$ cat src/rtl/tilelink_ul_pkg.sv
// Shared TL-UL definitions: A/D opcodes, responder FSM states.
package tilelink_ul_pkg;

  localparam logic [2:0] PUT_FULL_DATA_A    = 3'd0;
  localparam logic [2:0] PUT_PARTIAL_DATA_A = 3'd1;
  localparam logic [2:0] GET_A              = 3'd4;

  localparam logic [2:0] ACCESS_ACK_D       = 3'd0;
  localparam logic [2:0] ACCESS_ACK_DATA_D  = 3'd1;

  typedef enum logic {
    INIT = 1'b0,
    RUN  = 1'b1
  } state_t;

endpackage

$ cat src/rtl/tilelink_ul_rsp_fifo.sv
// Response FIFO: push visible on head one cycle later; push ignored when full, pop ignored when empty.
module tilelink_ul_rsp_fifo #(
  parameter int WIDTH = 8,
  parameter int DEPTH = 2
) (
  input  logic             clk,
  input  logic             rst,
  input  logic             push,
  input  logic [WIDTH-1:0] push_data,
  input  logic             pop,
  output logic [WIDTH-1:0] head,
  output logic             full,
  output logic             empty
);

  localparam int AW = $clog2(DEPTH);

  logic [WIDTH-1:0] mem [DEPTH];
  logic [AW:0]      wr_ptr;
  logic [AW:0]      rd_ptr;
  logic             do_push;
  logic             do_pop;

  assign do_push = push && !full;
  assign do_pop  = pop && !empty;

  always_ff @(posedge clk or negedge rst) begin
    if (!rst) begin
      wr_ptr <= '0;
      rd_ptr <= '0;
      for (int i = 0; i < DEPTH; i++) mem[i] <= '0;
    end else begin
      if (do_push) begin
        mem[wr_ptr[AW-1:0]] <= push_data;
        wr_ptr              <= wr_ptr + 1'b1;
      end
      if (do_pop) rd_ptr <= rd_ptr + 1'b1;
    end
  end

  // Extra pointer bit distinguishes full from empty when the indices match.
  assign empty = (wr_ptr == rd_ptr);
  assign full  = (wr_ptr[AW] != rd_ptr[AW]) && (wr_ptr[AW-1:0] == rd_ptr[AW-1:0]);
  assign head  = mem[rd_ptr[AW-1:0]];

endmodule

$ cat src/rtl/tilelink_ul_mem_responder.sv
// TL-UL responder over a word memory cleared after reset; response visible one cycle after acceptance.
// a_ready falls only while the response FIFO is full; TL_UL_RESP_STATS_EN adds req/err counters.
module tilelink_ul_mem_responder
  import tilelink_ul_pkg::*;
#(
  parameter int TL_ADDR_WIDTH   = 64,
  parameter int TL_DATA_WIDTH   = 64,
  parameter int TL_STRB_WIDTH   = TL_DATA_WIDTH / 8,
  parameter int TL_SOURCE_WIDTH = 3,
  parameter int TL_SINK_WIDTH   = 3,
  parameter int TL_OPCODE_WIDTH = 3,
  parameter int TL_PARAM_WIDTH  = 3,
  parameter int TL_SIZE_WIDTH   = 8,
  parameter int MEM_DEPTH       = 16,
  parameter int RSP_DEPTH       = 2,
  parameter int SINK_ID         = 0
) (
  input  logic                       clk,
  input  logic                       rst,
  input  logic                       a_valid,
  output logic                       a_ready,
  input  logic [TL_OPCODE_WIDTH-1:0] a_opcode,
  input  logic [TL_PARAM_WIDTH-1:0]  a_param,
  input  logic [TL_ADDR_WIDTH-1:0]   a_address,
  input  logic [TL_SIZE_WIDTH-1:0]   a_size,
  input  logic [TL_STRB_WIDTH-1:0]   a_mask,
  input  logic [TL_DATA_WIDTH-1:0]   a_data,
  input  logic [TL_SOURCE_WIDTH-1:0] a_source,
  output logic                       d_valid,
  input  logic                       d_ready,
  output logic [TL_OPCODE_WIDTH-1:0] d_opcode,
  output logic [TL_PARAM_WIDTH-1:0]  d_param,
  output logic [TL_SIZE_WIDTH-1:0]   d_size,
  output logic [TL_SINK_WIDTH-1:0]   d_sink,
  output logic [TL_SOURCE_WIDTH-1:0] d_source,
  output logic [TL_DATA_WIDTH-1:0]   d_data,
  output logic                       d_error
`ifdef TL_UL_RESP_STATS_EN
  ,
  output logic [31:0]                req_count,
  output logic [31:0]                err_count
`endif
);

  localparam int OFF  = $clog2(TL_STRB_WIDTH);
  localparam int IDXW = $clog2(MEM_DEPTH);

  typedef struct packed {
    logic [TL_OPCODE_WIDTH-1:0] opcode;
    logic [TL_SIZE_WIDTH-1:0]   size;
    logic [TL_SOURCE_WIDTH-1:0] source;
    logic [TL_DATA_WIDTH-1:0]   data;
    logic                       error;
  } rsp_t;

  state_t            state;
  state_t            state_nxt;
  logic [IDXW-1:0]   init_idx;
  logic              init_we;
  logic              ready;
  logic              accept;
  logic              fifo_full;
  logic              fifo_empty;
  rsp_t              rsp_in;
  rsp_t              rsp_head;
  logic [IDXW-1:0]   word_idx;
  logic              is_put;
  logic              is_get;
  logic              misaligned;
  logic              err;
  logic              unused_param;
  logic [TL_DATA_WIDTH-1:0] mem [MEM_DEPTH];

  always_ff @(posedge clk or negedge rst) begin
    if (!rst) begin
      state    <= INIT;
      init_idx <= '0;
    end else begin
      state <= state_nxt;
      if (state == INIT) init_idx <= init_idx + 1'b1;
    end
  end

  always_comb begin
    state_nxt = state;
    if (state == INIT && init_idx == IDXW'(MEM_DEPTH - 1)) state_nxt = RUN;
  end

  always_comb begin
    init_we = (state == INIT);
    ready   = (state == RUN) && !fifo_full;
  end

  assign a_ready = ready;
  assign accept  = a_valid && ready;

  assign word_idx = a_address[OFF +: IDXW];
  assign is_put   = (a_opcode == TL_OPCODE_WIDTH'(PUT_FULL_DATA_A)) ||
                    (a_opcode == TL_OPCODE_WIDTH'(PUT_PARTIAL_DATA_A));
  assign is_get   = (a_opcode == TL_OPCODE_WIDTH'(GET_A));

  always_comb begin
    misaligned = 1'b0;
    for (int i = 0; i < OFF; i++) begin
      if (TL_SIZE_WIDTH'(i) < a_size && a_address[i]) misaligned = 1'b1;
    end
  end

  // Any address bit above the memory index means the word does not exist.
  assign err = !(is_put || is_get) || (a_size > TL_SIZE_WIDTH'(OFF)) || misaligned ||
               (|a_address[TL_ADDR_WIDTH-1:OFF+IDXW]);

  always_ff @(posedge clk) begin
    if (init_we) begin
      mem[init_idx] <= '0;
    end else if (accept && is_put && !err) begin
      for (int b = 0; b < TL_STRB_WIDTH; b++) begin
        if (a_mask[b]) mem[word_idx][8*b +: 8] <= a_data[8*b +: 8];
      end
    end
  end

  always_comb begin
    rsp_in.opcode = is_get ? TL_OPCODE_WIDTH'(ACCESS_ACK_DATA_D) : TL_OPCODE_WIDTH'(ACCESS_ACK_D);
    rsp_in.size   = a_size;
    rsp_in.source = a_source;
    rsp_in.data   = (is_get && !err) ? mem[word_idx] : '0;
    rsp_in.error  = err;
  end

  tilelink_ul_rsp_fifo #(
    .WIDTH($bits(rsp_t)),
    .DEPTH(RSP_DEPTH)
  ) u_rsp_fifo (
    .clk       (clk),
    .rst       (rst),
    .push      (accept),
    .push_data (rsp_in),
    .pop       (d_ready),
    .head      (rsp_head),
    .full      (fifo_full),
    .empty     (fifo_empty)
  );

  assign d_valid  = !fifo_empty;
  assign d_opcode = d_valid ? rsp_head.opcode : '0;
  assign d_size   = d_valid ? rsp_head.size   : '0;
  assign d_source = d_valid ? rsp_head.source : '0;
  assign d_data   = d_valid ? rsp_head.data   : '0;
  assign d_error  = d_valid && rsp_head.error;
  assign d_param  = '0;
  assign d_sink   = TL_SINK_WIDTH'(SINK_ID);

  assign unused_param = ^a_param;

`ifdef TL_UL_RESP_STATS_EN
  always_ff @(posedge clk or negedge rst) begin
    if (!rst) begin
      req_count <= '0;
      err_count <= '0;
    end else if (accept) begin
      req_count <= req_count + 32'd1;
      if (err) err_count <= err_count + 32'd1;
    end
  end
`endif

endmodule

$ cat config.mk
export PLATFORM = sky130hd
export DESIGN_NAME = tilelink_ul_mem_responder
export DESIGN_NICKNAME = d
export VERILOG_FILES = /design/src/rtl/tilelink_ul_pkg.sv /design/src/rtl/tilelink_ul_rsp_fifo.sv /design/src/rtl/tilelink_ul_mem_responder.sv
export SDC_FILE = /design/constraint.sdc
export NUM_CORES = 1
export LEC_CHECK = 0
export BUFFER_PORTS_ARGS = -buffer_cell sky130_fd_sc_hd__buf_2
export CAP_MARGIN = 10
export CORE_MARGIN = 3
export CORE_UTILIZATION = 41
export CTS_CLUSTER_SIZE = 8
export DETAILED_ROUTE_END_ITERATION = 8
export SYNTH_ARGS = -nofsm -noshare
export SYNTH_HDL_FRONTEND = slang
export SYNTH_SLANG_ARGS = --single-unit
$ cat constraint.sdc
create_clock -name clk -period 4.1 [get_ports clk]
set_input_delay 0 -clock clk [delete_from_list [all_inputs] [get_ports clk]]
set_output_delay 0 -clock clk [all_outputs]
set_load 0.005 [all_outputs]
**Word level (Yosys, flattened, before mapping)**

Memories as Yosys holds them, arrays and structs flattened.
Cells that the tools add are included.

- ROM bits: 0
- Latch bits: 0
- Bits in writable memories: 1024
- Memories kept: 1
- Bits in registers: 167

Memory list:

| memory | depth | width | rd ports | clocked after Yosys merged registers in | wr ports | line | RTL |
|---|---|---|---|---|---|---|---|
| mem | 16 | 64 | 1 | 0 | 1 | tilelink_ul_mem_responder.sv:72 | `logic [TL_DATA_WIDTH-1:0] mem [MEM_DEPTH];` |

- Divide/modulo/power cells: 0
- Multiplexer cells: 51
- Equality and inequality tests: 6
- Reduce and logical (&&, ||, !) cells: 26
- Shift-type cells: 0
- Bitwise logic cells: 3
- Order comparisons: 7
- $mul: 0
- $add $sub $neg: 3

Operators with widths:

| cell | count |
|---|---|
| 79-bit two-way mux | 4 |
| 64-bit two-way mux | 3 |
| 158-bit bitwise mux | 1 |
| 79-bit demux with 1-bit select | 1 |
| 64-bit OR reduction | 1 |
| 57-bit OR reduction | 1 |
| 1-bit two-way mux | 37 |
| 1-bit by 8-bit less-than comparator with 1-bit output, first input constant | 2 |
| 8-bit two-way mux | 2 |
| 1-bit logical AND | 14 |
| 8-bit by 2-bit greater-than comparator with 1-bit output, second input constant | 1 |
| 2-bit by 8-bit less-than comparator with 1-bit output, first input constant | 1 |
| 3-bit two-way mux | 2 |
| 1-bit logical OR | 5 |
| 2-bit by 1-bit adder with 2-bit output, second input constant | 2 |
| 4-bit by 1-bit adder with 4-bit output, second input constant | 1 |
| 4-bit == test, second input constant | 1 |
| 2-bit >= comparator, second input constant | 2 |
| 1-bit logical NOT | 4 |
| 4-bit two-way mux | 1 |
| 1-bit NOT with 2-bit output | 2 |
| 3-bit by 1-bit == test with 1-bit output, second input constant | 1 |
| 3-bit == test, second input constant | 1 |
| 3-bit logical NOT | 1 |
| other kinds (5) | 5 |

**Longest topological paths before layout**

Gate-level depths: netlist of the first run.

- Depth in word-level cells: 14
- Depth in mapped cells: 9

**Modules after synthesis**

From an unflattened synthesis of the first run, not the netlist that was laid out.

- Cells, all modules: 2372
- Area total of the unflattened synthesis: 48164.9 um^2

By module, submodules not included:

| module | area each (um^2) | instances | cells an instance |
|---|---|---|---|
| tilelink_ul_mem_responder | 41153.2 | 1 | 1923 |
| tilelink_ul_rsp_fifo | 7011.7 | 1 | 449 |

**Worst setup path before layout of the first run**

Ideal clock, no wire load.

- Kind: register to register
- Start point: reg u_rsp_fifo.rd_ptr[0]
- End point: mem mem[13][0] (enable)
- Arrival: 2.356 ns
- Path buffers: 3
- Path slack: 1.368 ns
- Cell stages (with the launch flop): 9
- Period minus slack after synthesis: 2.732 ns
- Library setup time: 0.375 ns
- Path through: dfrtp_1 > buf_2 > xnor2_1 > a21oi_2 > nand4_2 > buf_6 > or4_4 > buf_6 > a21oi_1

- Longest elaborated chain between the ends: 12
- Elaborated cells on any way between the ends: 34
- Classes of those cells: eq/ne (1); mux (26); reduce/logical (7)

RTL lines:

| what | line | RTL |
|---|---|---|
| start, declared | tilelink_ul_rsp_fifo.sv:20 | `logic [AW:0] rd_ptr;` |
| start signal, assigned | tilelink_ul_rsp_fifo.sv:37 | `if (do_pop) rd_ptr <= rd_ptr + 1'b1;` |
| 1-bit == test * | tilelink_ul_rsp_fifo.sv:43 | `assign full = (wr_ptr[AW] != rd_ptr[AW]) && (wr_ptr[AW-1:0] == rd_ptr[AW-1:0]);` |
| 1-bit logical AND * | tilelink_ul_rsp_fifo.sv:43 |  |
| 1-bit logical NOT * | tilelink_ul_mem_responder.sv:91 | `ready = (state == RUN) && !fifo_full;` |
| 1-bit logical AND * | tilelink_ul_mem_responder.sv:91 |  |
| 1-bit logical AND * | tilelink_ul_mem_responder.sv:95 | `assign accept = a_valid && ready;` |
| 1-bit logical AND * (2 in series) | tilelink_ul_mem_responder.sv:116 | `end else if (accept && is_put && !err) begin` |
| 1-bit two-way mux | tilelink_ul_mem_responder.sv:116 |  |
| 1-bit two-way mux | tilelink_ul_mem_responder.sv:114 | `if (init_we) begin` |
| 1-bit two-way mux (implied by the code) | tilelink_ul_mem_responder.sv:118 | `if (a_mask[b]) mem[word_idx][8*b +: 8] <= a_data[8*b +: 8];` |
| 64-bit OR reduction (no source line) | n/a |  |
| 4-bit two-way mux (no source line) / 8-bit two-way mux (equally long branches) | n/a |  |
| end, declared | tilelink_ul_mem_responder.sv:72 |  |

Mark *: on every way between the ends. The rest lies on a longest branch, timed or not.

**Worst setup path in the final report of the first run**

- Start point: reg u_rsp_fifo.wr_ptr[0]
- End point: mem mem[12][51] (enable)

- Longest elaborated chain between the ends: 12
- Elaborated cells on any way between the ends: 34
- Classes of those cells: eq/ne (1); mux (26); reduce/logical (7)

RTL lines:

| what | line | RTL |
|---|---|---|
| start, declared | tilelink_ul_rsp_fifo.sv:19 | `logic [AW:0] wr_ptr;` |
| start signal, assigned | tilelink_ul_rsp_fifo.sv:35 | `wr_ptr <= wr_ptr + 1'b1;` |
| 1-bit == test * | tilelink_ul_rsp_fifo.sv:43 |  |
| 1-bit logical AND * | tilelink_ul_rsp_fifo.sv:43 |  |
| 1-bit logical NOT * | tilelink_ul_mem_responder.sv:91 |  |
| 1-bit logical AND * | tilelink_ul_mem_responder.sv:91 |  |
| 1-bit logical AND * | tilelink_ul_mem_responder.sv:95 |  |
| 1-bit logical AND * (2 in series) | tilelink_ul_mem_responder.sv:116 |  |
| 1-bit two-way mux | tilelink_ul_mem_responder.sv:116 |  |
| 1-bit two-way mux | tilelink_ul_mem_responder.sv:114 |  |
| 1-bit two-way mux (implied by the code) | tilelink_ul_mem_responder.sv:118 |  |
| 64-bit OR reduction (no source line) | n/a |  |
| 4-bit two-way mux (no source line) / 8-bit two-way mux (equally long branches) | n/a |  |

Marks and branches as above.

==> results.ini, run 1 <==
[placed_design]
place_hpwl_um=75500
place_congestion=0.853
port_buffers=232
postPlaceCellArea_mm2=0.0513
place_ws_ns=0.342

[flow_run]
cap_viol_max_count=0

[synth]
syn_area_per_cell_um2=18.0
synth_seq_area_share=0.729
synthSimpleGateAreaFrac=0.0416
synth_xor_area_frac=0.00183
synth_seq_cells=1187
syn_inst=2662
synth_top_family_by_area=multiplexers
synth.distinct_cells=39
synth.area.mux_share=0.171
ys_warn_count=0
syn-cell-area_mm2=0.0478
synth_compound_area_frac=0.0379
synthAdderAreaFrac=0.000262

[die]
die-area_mm2=0.121
die_h_um=347
initial_core_util=0.416
pin_count=244
core_mm2=0.115
std_cell_rows=124
fp.dieW_um=347

[setup_path]
max_stage_delay_ns=1.12
cp-start-kind=flop
crit_required_ns=4.52
r2r_slack_ns=0.26
path_cells=xnor2_1 > a21oi_2 > nand4_2 > or4_1 > a21oi_1 > buf_4
cpMaxStageDelayCell=or4_1
crit_fanout=25
crit_type=reg2reg
reg2regPathDepth=6
cp-end-kind=flop
critPathArrivalTime_ns=4.26
timing.rr.end=mem[12][51]$_DFFE_PP_
rr_startpoint=u_rsp_fifo.wr_ptr[0]$_DFFE_PN0P_

[detailed_routing]
routedWlPerCell_um=25.6
routed_wirelength_um=122000
vias=26797
ant_nets=0
route.detailed.drc=0
post_drt_via_cell_ratio=5.64
drtPass1Iterations=5
drt_iter0_markers=2436

[pwr]
power_mw=28.3
p_per_area_mw_per_mm2=495
leakagePower_nw=17.5
vdd_drop_max_uv=467

[timing]
setup_viol=0
hold_violations=0
rsz0062_at_grt=no
timing.fmax_mhz=260
fin_tns_setup_ns=0
fin_crit_sh=0.938
timing.final.ws_setup_ns=0.256
fin_skew_ns=0.0393
max_slew_margin=0.197
layout_min_cycle_time_ns=3.84
worstMarginPinSlew_ns=1.20
holdWs_ns=0.0648
finalMaxSlewViolations=0

[cells_and_area]
n_fill_cell=9374
drive_gt1_frac=0.289
area.growth.synth_to_final_pct=19.6
final_nets=3285
multi_input_area_mm2=0.0121
final_cell_mix=edfxtp_1 (1024), mux4_2 (256), buf_2 (227)
regArea_mm2=0.0348
final_area_mm2=0.0571
final_common_cell=edfxtp_1

[global_route]
grt_pass1_wl_um=181000
grt_max_degree=96
grt_pass1_vias=28116
antenna_found_initial=0
grt-ovfl-total=0
grt_use_total=0.202

[cts]
cts_tree=yes
insertion_delay_ns=0.75
numCtsBuffers=167
cts_buffer_depth=3
path_clk_slew_ns=0.05
clockRootBuffer=clkbuf_16
htree_levels=4
postCtsSetupRepairBufs=0
cts_sinks=1187

[worst_hold_path]
min_from=a_source[1]
min_path_cells=3
min_to=u_rsp_fifo.mem[66]$_DFFE_PN0P_
hp-class=in2reg

[run_status]
outcome=finished clean

synthesized netlist by cell type:
cell | count | area (µm²)
dfrtp_1 | 163 | 4080
edfxtp_1 | 1024 | 30700
nand4_2 | 1 | 12.5
a21o_1 | 1 | 7.51
nand3_1 | 9 | 45.0
buf_6 | 17 | 191
nor3_1 | 14 | 70.1
mux2_2 | 87 | 980
buf_4 | 9 | 67.6
nand2_1 | 158 | 593
nor2_1 | 136 | 510
and4_1 | 3 | 26.3
a221o_1 | 1 | 10.0
a21oi_2 | 1 | 8.76
and2_1 | 1 | 6.26
a21boi_0 | 1 | 7.51
o21ai_1 | 144 | 721
buf_2 | 26 | 130
mux2i_1 | 141 | 1410
a31oi_1 | 8 | 50.1
o21ai_0 | 21 | 105
clkbuf_1 | 108 | 405
ha_1 | 1 | 12.5
or4_4 | 4 | 45.0
or4_1 | 6 | 45.0
nand4_1 | 4 | 25.0
a221oi_2 | 1 | 15.0
nand2b_1 | 9 | 56.3
a21oi_1 | 177 | 886
nor4_1 | 19 | 119
xnor2_1 | 7 | 61.3
xor2_1 | 3 | 26.3
nor3b_1 | 1 | 7.51
conb_1 | 1 | 3.75
and3_1 | 64 | 400
inv_1 | 2 | 7.51
mux4_2 | 256 | 5770
buf_1 | 29 | 109
or3_1 | 4 | 25.0
worst max-delay path by stage:
stage	startpoint	end	slack, ns	depth (start not counted)
after floorplan	u_rsp_fifo.rd_ptr[0]$_DFFE_PN0P_	mem[13][0]$_DFFE_PP_	1.37	8
after global placement	u_rsp_fifo.rd_ptr[0]$_DFFE_PN0P_	mem[12][52]$_DFFE_PP_	0.23	6
after detailed placement	u_rsp_fifo.wr_ptr[0]$_DFFE_PN0P_	mem[12][51]$_DFFE_PP_	0.34	6
after CTS	u_rsp_fifo.wr_ptr[0]$_DFFE_PN0P_	mem[12][51]$_DFFE_PP_	0.30	6
after global routing	u_rsp_fifo.wr_ptr[0]$_DFFE_PN0P_	mem[12][51]$_DFFE_PP_	0.17	6
final	u_rsp_fifo.wr_ptr[0]$_DFFE_PN0P_	mem[12][51]$_DFFE_PP_	0.26	6
per-stage QoR:
| stage | instances | util |
|---|---|---|
| 2_1_floorplan | 2669 | - |
| 3_3_place_gp | 4378 | 0.446 |
| 3_5_place_dp | 4381 | 0.446 |
| 4_1_cts | 4751 | 0.497 |
| 5_1_grt | 4751 | 0.497 |
| 6_report | 4752 | 0.497 |
registers in the layout, indices dropped and copies added, names as in the netlist:
| name | cells |
|---|---|
| u_rsp_fifo.mem | 154 |
| u_rsp_fifo.wr_ptr | 2 |
| u_rsp_fifo.rd_ptr | 2 |
| mem | 1024 |
| state | 1 |
| init_idx | 4 |
where the power goes:
part	leakage, nW	switching [mW]	internal, mW
Combinational	5.90	1.51	0.819
Sequential	9.26	0.0912	13.1
Clock	2.35	4.95	7.81
Total	17.5	6.55	21.8
critical path: cells and delay by family, from the launching register on:
family / cells / cell delay [ns]
DFF: 1 / 0.46
and+or+nand+nor: 2 / 1.76
xor gates and xnor gates: 1 / 0.21
AOI/OAI and AO/OA: 2 / 0.81
buffers and inverters: 1 / 0.26
metal layers:
metal / up-vias / track usage / part of all wire
met1: 13962 / 0.279 / 0.42
met4: 0 / 0.0655 / 0.024
met5: - / 0 / 0
met2: 1146 / 0.321 / 0.48
li1: 11503 / - / -
met3: 186 / 0.0446 / 0.081
area by class of cell:
class                   count  area share
flip-flops and latches   1187       0.610
diodes                      1   0.0000438
multi-input cells        1291       0.212
repair buffers            478      0.0592
clock inverters            13     0.00403
clock buffers             268      0.0818
inverters                   2    0.000131
well taps                1512      0.0331
cells by family (layout without fill, tap and decap cells):
logic type,Yosys count,after routing
AOI/OAI and AO/OA,355,355
xor gates and xnor gates,10,10
adders and majority gates,1,1
buffers and inverters,191,761
DFF,1187,1187
muxes,484,484
other,1,9
and+or+nand+nor,433,433
what timing repair did:
| item | CTS | global route |
|---|---|---|
| endpoints found under the hold margin | 1161 | 0 |
| resized for setup | 0 | 0 |
| hold buffers | 89 | 0 |
No activity file was read; power rests on OpenSTA's default activity.
==> run 2: changes to the inputs <==
Clock period 4.1 ns to 3.9 ns, I/O delays scaled along.
==> run 2 against run 1 <==
Compared with the run above: critical path depth up 2; non-clock buffer count up 31; fmax up 9.8%; cell count up 0.48%; combinational power up 5%; clock skew down 0.0040 ns; critical endpoint is now mem[11][53]$_DFFE_PP_.
==> results.ini, run 2 (synthesis gave the netlist of run 1 again) <==
[timing]
hold_violations=0
layout_min_cycle_time_ns=3.50
finalMaxSlewViolations=0
fin_tns_setup_ns=0
timing.fmax_mhz=286
worstMarginPinSlew_ns=1.27
rsz0062_at_grt=no
max_slew_margin=0.155
fin_crit_sh=0.898
setup_viol=0
fin_skew_ns=0.0353

[cells_and_area]
drive_gt1_frac=0.295
final_cell_mix=edfxtp_1 (1024), mux4_2 (256), buf_2 (227)
final_common_cell=edfxtp_1
regMostFlops=mem
reg_top3=mem (1024), u_rsp_fifo.mem (154), init_idx (4)
largest_register_ffs=1024
area.growth.synth_to_final_pct=19.9
antenna_cells=0
final_nets=3316

[global_route]
antenna_found_initial=0
grt_busiest_layer=met2
grt_util_met3=0.0485
grt-ovfl-total=0
grt_pass1_vias=27809
grt_max_degree=80
grt_pass1_wl_um=179000
use_met1=0.273
grt_use_total=0.200
met2_usage=0.320

[placed_design]
place_hpwl_um=76000
place_congestion=0.879
port_buffers=232

[setup_path]
cp-start-kind=flop
cpMaxStageDelayCell=o21ai_1
critPathArrivalTime_ns=4.00
crit_required_ns=4.39
path_cells=xnor2_1 > a21oi_2 > nand4_2 > buf_4 > o21ai_1 > buf_4 > a21oi_1 > buf_4
cp-end-kind=flop
crit_fanout=16
cpMostUsedCell=buf_4
max_stage_delay_ns=0.79
crit_type=reg2reg
reg2regPathDepth=8

[cts]
cts_tree=yes
cts_buffer_depth=3
cts-resized-gates=0
cts_sinks=1187
numCtsBuffers=167
clockRootBuffer=clkbuf_16
postCtsHoldBufs=90
path_clk_slew_ns=0.05
insertion_delay_ns=0.75
postCtsSetupRepairBufs=0
htree_levels=4

[detailed_routing]
routedWlPerCell_um=25.2
ant_nets=0
routed_wirelength_um=120000
drtPass1Iterations=6
vias=26501
drt_iter0_markers=2286
route.detailed.drc=0
post_drt_via_cell_ratio=5.55

[die]
fp.dieW_um=347
pin_count=244
std_cell_rows=124
die_h_um=347
die-area_mm2=0.121
core_mm2=0.115
initial_core_util=0.416

[pwr]
power_mw=29.6
vdd_drop_max_uv=414
leakagePower_nw=17.6
p_per_area_mw_per_mm2=517

[worst_hold_path]
min_path_cells=3
hp-class=in2reg

[run_status]
outcome=finished clean

[flow_run]
cap_viol_max_count=0

-- run 2: layer usage --
metal	part of all wire	vias to the layer above	wire, µm
met3	0.083	203	9950
met5	0	-	0
met4	0.024	0	2850
li1	-	11537	-
met2	0.48	1106	57500
met1	0.42	13655	50000
-- run 2: path summary, 6_finish.rpt --
kind / start / to / slack [ns]
worst max register to register: u_rsp_fifo.rd_ptr[0]$_DFFE_PN0P_ / mem[11][53]$_DFFE_PP_ / 0.40
min in group asynchronous: rst / u_rsp_fifo.mem[151]$_DFFE_PN0P_ / 0.41
worst min-delay path: a_source[2] / u_rsp_fifo.mem[67]$_DFFE_PN0P_ / 0.05
max in group asynchronous: rst / u_rsp_fifo.mem[39]$_DFFE_PN0P_ / 2.81
worst min register to register: u_rsp_fifo.mem[7]$_DFFE_PN0P_ / u_rsp_fifo.mem[7]$_DFFE_PN0P_ / 0.48
worst max-delay path: u_rsp_fifo.rd_ptr[0]$_DFFE_PN0P_ / mem[11][53]$_DFFE_PP_ / 0.40
-- run 2: cell type report --
type                    count  area [µm²]
fillers                  9342       57600
inverters                   2        7.51
multi-input cells        1291       12100
clock inverters            17         329
repair buffers            509        3620
clock buffers             257        4540
flip-flops and latches   1187       34800
well taps                1512        1890
-- run 2: critical path, delay by kind of cell, from the launching register on --
| family | cells | cell delay (ns) |
|---|---|---|
| AOI/OAI and AO/OA | 3 | 1.32 |
| xor gates and xnor gates | 1 | 0.17 |
| buffers and inverters | 3 | 0.91 |
| DFF | 1 | 0.47 |
| and+or+nand+nor | 1 | 0.36 |
-- run 2: report_power, final --
part           switching, mW  internal [mW]
Sequential            0.0943           13.8
Combinational           1.57          0.870
Clock                   5.23           8.04
-- run 2: through the flow --
step	utilization	hold WS, ns	setup slack [ns]	instance area, µm²	instances
after global placement	0.448	0.0676	0.422	51500	4411
after global routing	0.499	0.0272	0.317	57300	4775
after CTS	0.499	0.00505	0.556	57300	4775
after detailed placement	0.448	0.0767	0.514	51500	4411
final	0.499	0.0514	0.398	57300	4775
after floorplan	-	-0.296	1.17	47800	2669
==> run 3: changes to the inputs <==
Settings changed: ABC_AREA set to 1.
==> run 3 against run 2 <==
Compared with the run above: power up 0.36%; fmax down 3.8%; critical path depth grew 2; sequential power about the same; sequential cell count unchanged; register-to-register slack got worse by 0.14 ns; core utilization is essentially flat; hold slack about the same; clock-buffer cell count decreased by 12; largest power group unchanged.
==> results.ini, run 3 <==
[run_status]
outcome=finished clean

[detailed_routing]
vias=33809
drtPass1Iterations=6
ant_nets=0
route.detailed.drc=0
post_drt_via_cell_ratio=5.39
routed_wirelength_um=133000
routedWlPerCell_um=21.2
drt_iter0_markers=3348

[timing]
max_slew_margin=0.333
fin_tns_setup_ns=0
worstMarginPinSlew_ns=1.00
setup_viol=0
finalMaxSlewViolations=0
rsz0062_at_grt=no
fin_crit_sh=0.933
timing.fmax_mhz=275
hold_violations=0
layout_min_cycle_time_ns=3.64
fin_skew_ns=0.0291

[die]
pin_count=244
die_h_um=351
std_cell_rows=125
core_mm2=0.117
fp.dieW_um=351
die-area_mm2=0.123
initial_core_util=0.417

[cells_and_area]
final_common_cell=nand2_1
area.growth.synth_to_final_pct=19.6
regMostFlops=mem
final_cell_mix=nand2_1 (1097), edfxtp_1 (1024), a21oi_1 (520)
largest_register_ffs=1024
drive_gt1_frac=0.142
antenna_cells=0
reg_top3=mem (1024), u_rsp_fifo.mem (154), init_idx (4)
final_util=0.498
final_nets=4818

[synth]
synthTopCellsByCount=nand2_1 (1098), edfxtp_1 (1024), a21oi_1 (520), nor2_1 (414), clkbuf_1 (243)
synth_seq_area_share=0.713
syn-cell-area_mm2=0.0488
async_reset_ff_frac=0.137
synth_seq_cells=1187
syn_area_per_cell_um2=11.5
yosys.area.top_type=edfxtp_1
synth.distinct_cells=35
synth_edf_count=1024
ys.flop_type=edfxtp_1
syn_inst=4233
synth_top_area_frac=0.630
synth_most_common_cell=nand2_1
ys_warn_count=0
synth_area_leaders=edfxtp_1 (63%), nand2_1 (8.4%), dfrtp_1 (8.4%)

[worst_hold_path]
min_path_cells=4
min_to=u_rsp_fifo.mem[146]$_DFFE_PN0P_
min_from=a_source[2]
hp-class=in2reg

[setup_path]
rr_startpoint=state$_DFFE_PN0P_
critPathArrivalTime_ns=3.99
cpMaxStageDelayCell=nor2_1
crit_required_ns=4.25
r2r_slack_ns=0.26
cp-start-kind=flop
cpMostUsedCell=nand3_1
crit_fanout=10
crit_type=reg2reg
max_stage_delay_ns=0.65
path_cells=inv_1 > a21oi_2 > nand3_1 > nor2_4 > o41ai_2 > nand3_1 > nand2_1 > nor2_2 > nand2_2 > nor2_1
reg2regPathDepth=10
cp-end-kind=flop
timing.rr.end=mem[0][26]$_DFFE_PP_

[global_route]
grt-ovfl-total=0
grt_use_total=0.213
grt_max_degree=182
grt_pass1_vias=32293
antenna_found_initial=0
grt_pass1_wl_um=199000

[placed_design]
place_hpwl_um=80800
place_congestion=0.814
port_buffers=232

[cts]
cts_buffer_depth=3
cts_sinks=1187
insertion_delay_ns=0.75
clockRootBuffer=clkbuf_16
postCtsSetupRepairBufs=0
path_clk_slew_ns=0.05
cts_tree=yes
htree_levels=4
numCtsBuffers=166

[pwr]
leakagePower_nw=20.8
p_per_area_mw_per_mm2=509
power_mw=29.7
vdd_drop_max_uv=726

[flow_run]
cap_viol_max_count=0

-- run 3: changes by cell type after synthesis, moves of 144 or more --
cell / delta
o21ai_1: -144
nor2_1: +278
a21oi_1: +343
mux4_2: -256
inv_1: +166
nand2_1: +940
-- run 3: area by class of cell --
type | count | area, µm²
clock inverters | 9 | 116
well taps | 1524 | 1910
inverters | 174 | 673
flip-flops and latches | 1187 | 34800
multi-input cells | 2581 | 12200
fillers | 10234 | 58800
repair buffers | 550 | 4050
clock buffers | 245 | 4560
-- run 3: worst max-delay path, delay by kind of cell, from the launching register on --
kind / cells / cell delay [ns]
compound gates: 2 / 0.49
buf+inv: 1 / 0.24
flops: 1 / 0.48
simple gates: 7 / 2.01
-- run 3: per-stage QoR --
stage | setup slack, ns | instance area, µm² | std cells | hold WS [ns]
2_1_floorplan | 1.27 | 48800 | 4240 | -0.296
3_3_place_gp | 0.488 | 52800 | 5925 | 0.0894
3_5_place_dp | 0.347 | 52800 | 5925 | 0.0990
4_1_cts | 0.296 | 58400 | 6270 | 0.000620
5_1_grt | 0.00847 | 58400 | 6270 | 0.0442
6_report | 0.259 | 58400 | 6270 | 0.0517
-- run 3: power breakdown --
group,internal [mW],switching (mW),total (mW)
Sequential,13.8,0.0709,13.9
Combinational,0.781,2.07,2.85
Clock,7.94,5.06,13.0
-- run 3: how the worst max path moves through the flow --
stage / end / startpoint / depth (start not counted)
after floorplan: mem[9][0]$_DFFE_PP_ / state$_DFFE_PN0P_ / 11
after detailed placement: mem[0][16]$_DFFE_PP_ / state$_DFFE_PN0P_ / 10
final: mem[0][26]$_DFFE_PP_ / state$_DFFE_PN0P_ / 10
after global routing: mem[0][30]$_DFFE_PP_ / state$_DFFE_PN0P_ / 10
after global placement: mem[0][26]$_DFFE_PP_ / state$_DFFE_PN0P_ / 10
after CTS: mem[0][26]$_DFFE_PP_ / state$_DFFE_PN0P_ / 10
-- run 3: cells by family (layout without fill, tap and decap cells) --
kind of cell / count (synthesis) / after routing / share of synthesized area
AND/OR/NAND/NOR: 1623 / 1623 / 0.129
adder cells (fa/ha/maj): 1 / 1 / 0.000256
XOR/XNOR: 7 / 7 / 0.00126
flip-flops: 1187 / 1187 / 0.713
AO/OA/AOI/OAI: 942 / 942 / 0.119
buffers and inverters: 472 / 978 / 0.0370
other: 1 / 8 / 0.0000768
-- run 3: metal layers --
metal	share of wire	global-route usage	wire length [µm]	up-vias
li1	-	-	-	15859
met1	0.45	0.311	60300	16415
met2	0.44	0.322	58700	1339
met3	0.083	0.0473	11000	196
met4	0.021	0.0603	2780	0
met5	0	0	0	-
-- run 3: what timing repair did --
item                                    CTS  global route
endpoints found under the hold margin  1232             0
hold buffers                             91             0
resized for setup                         0             0
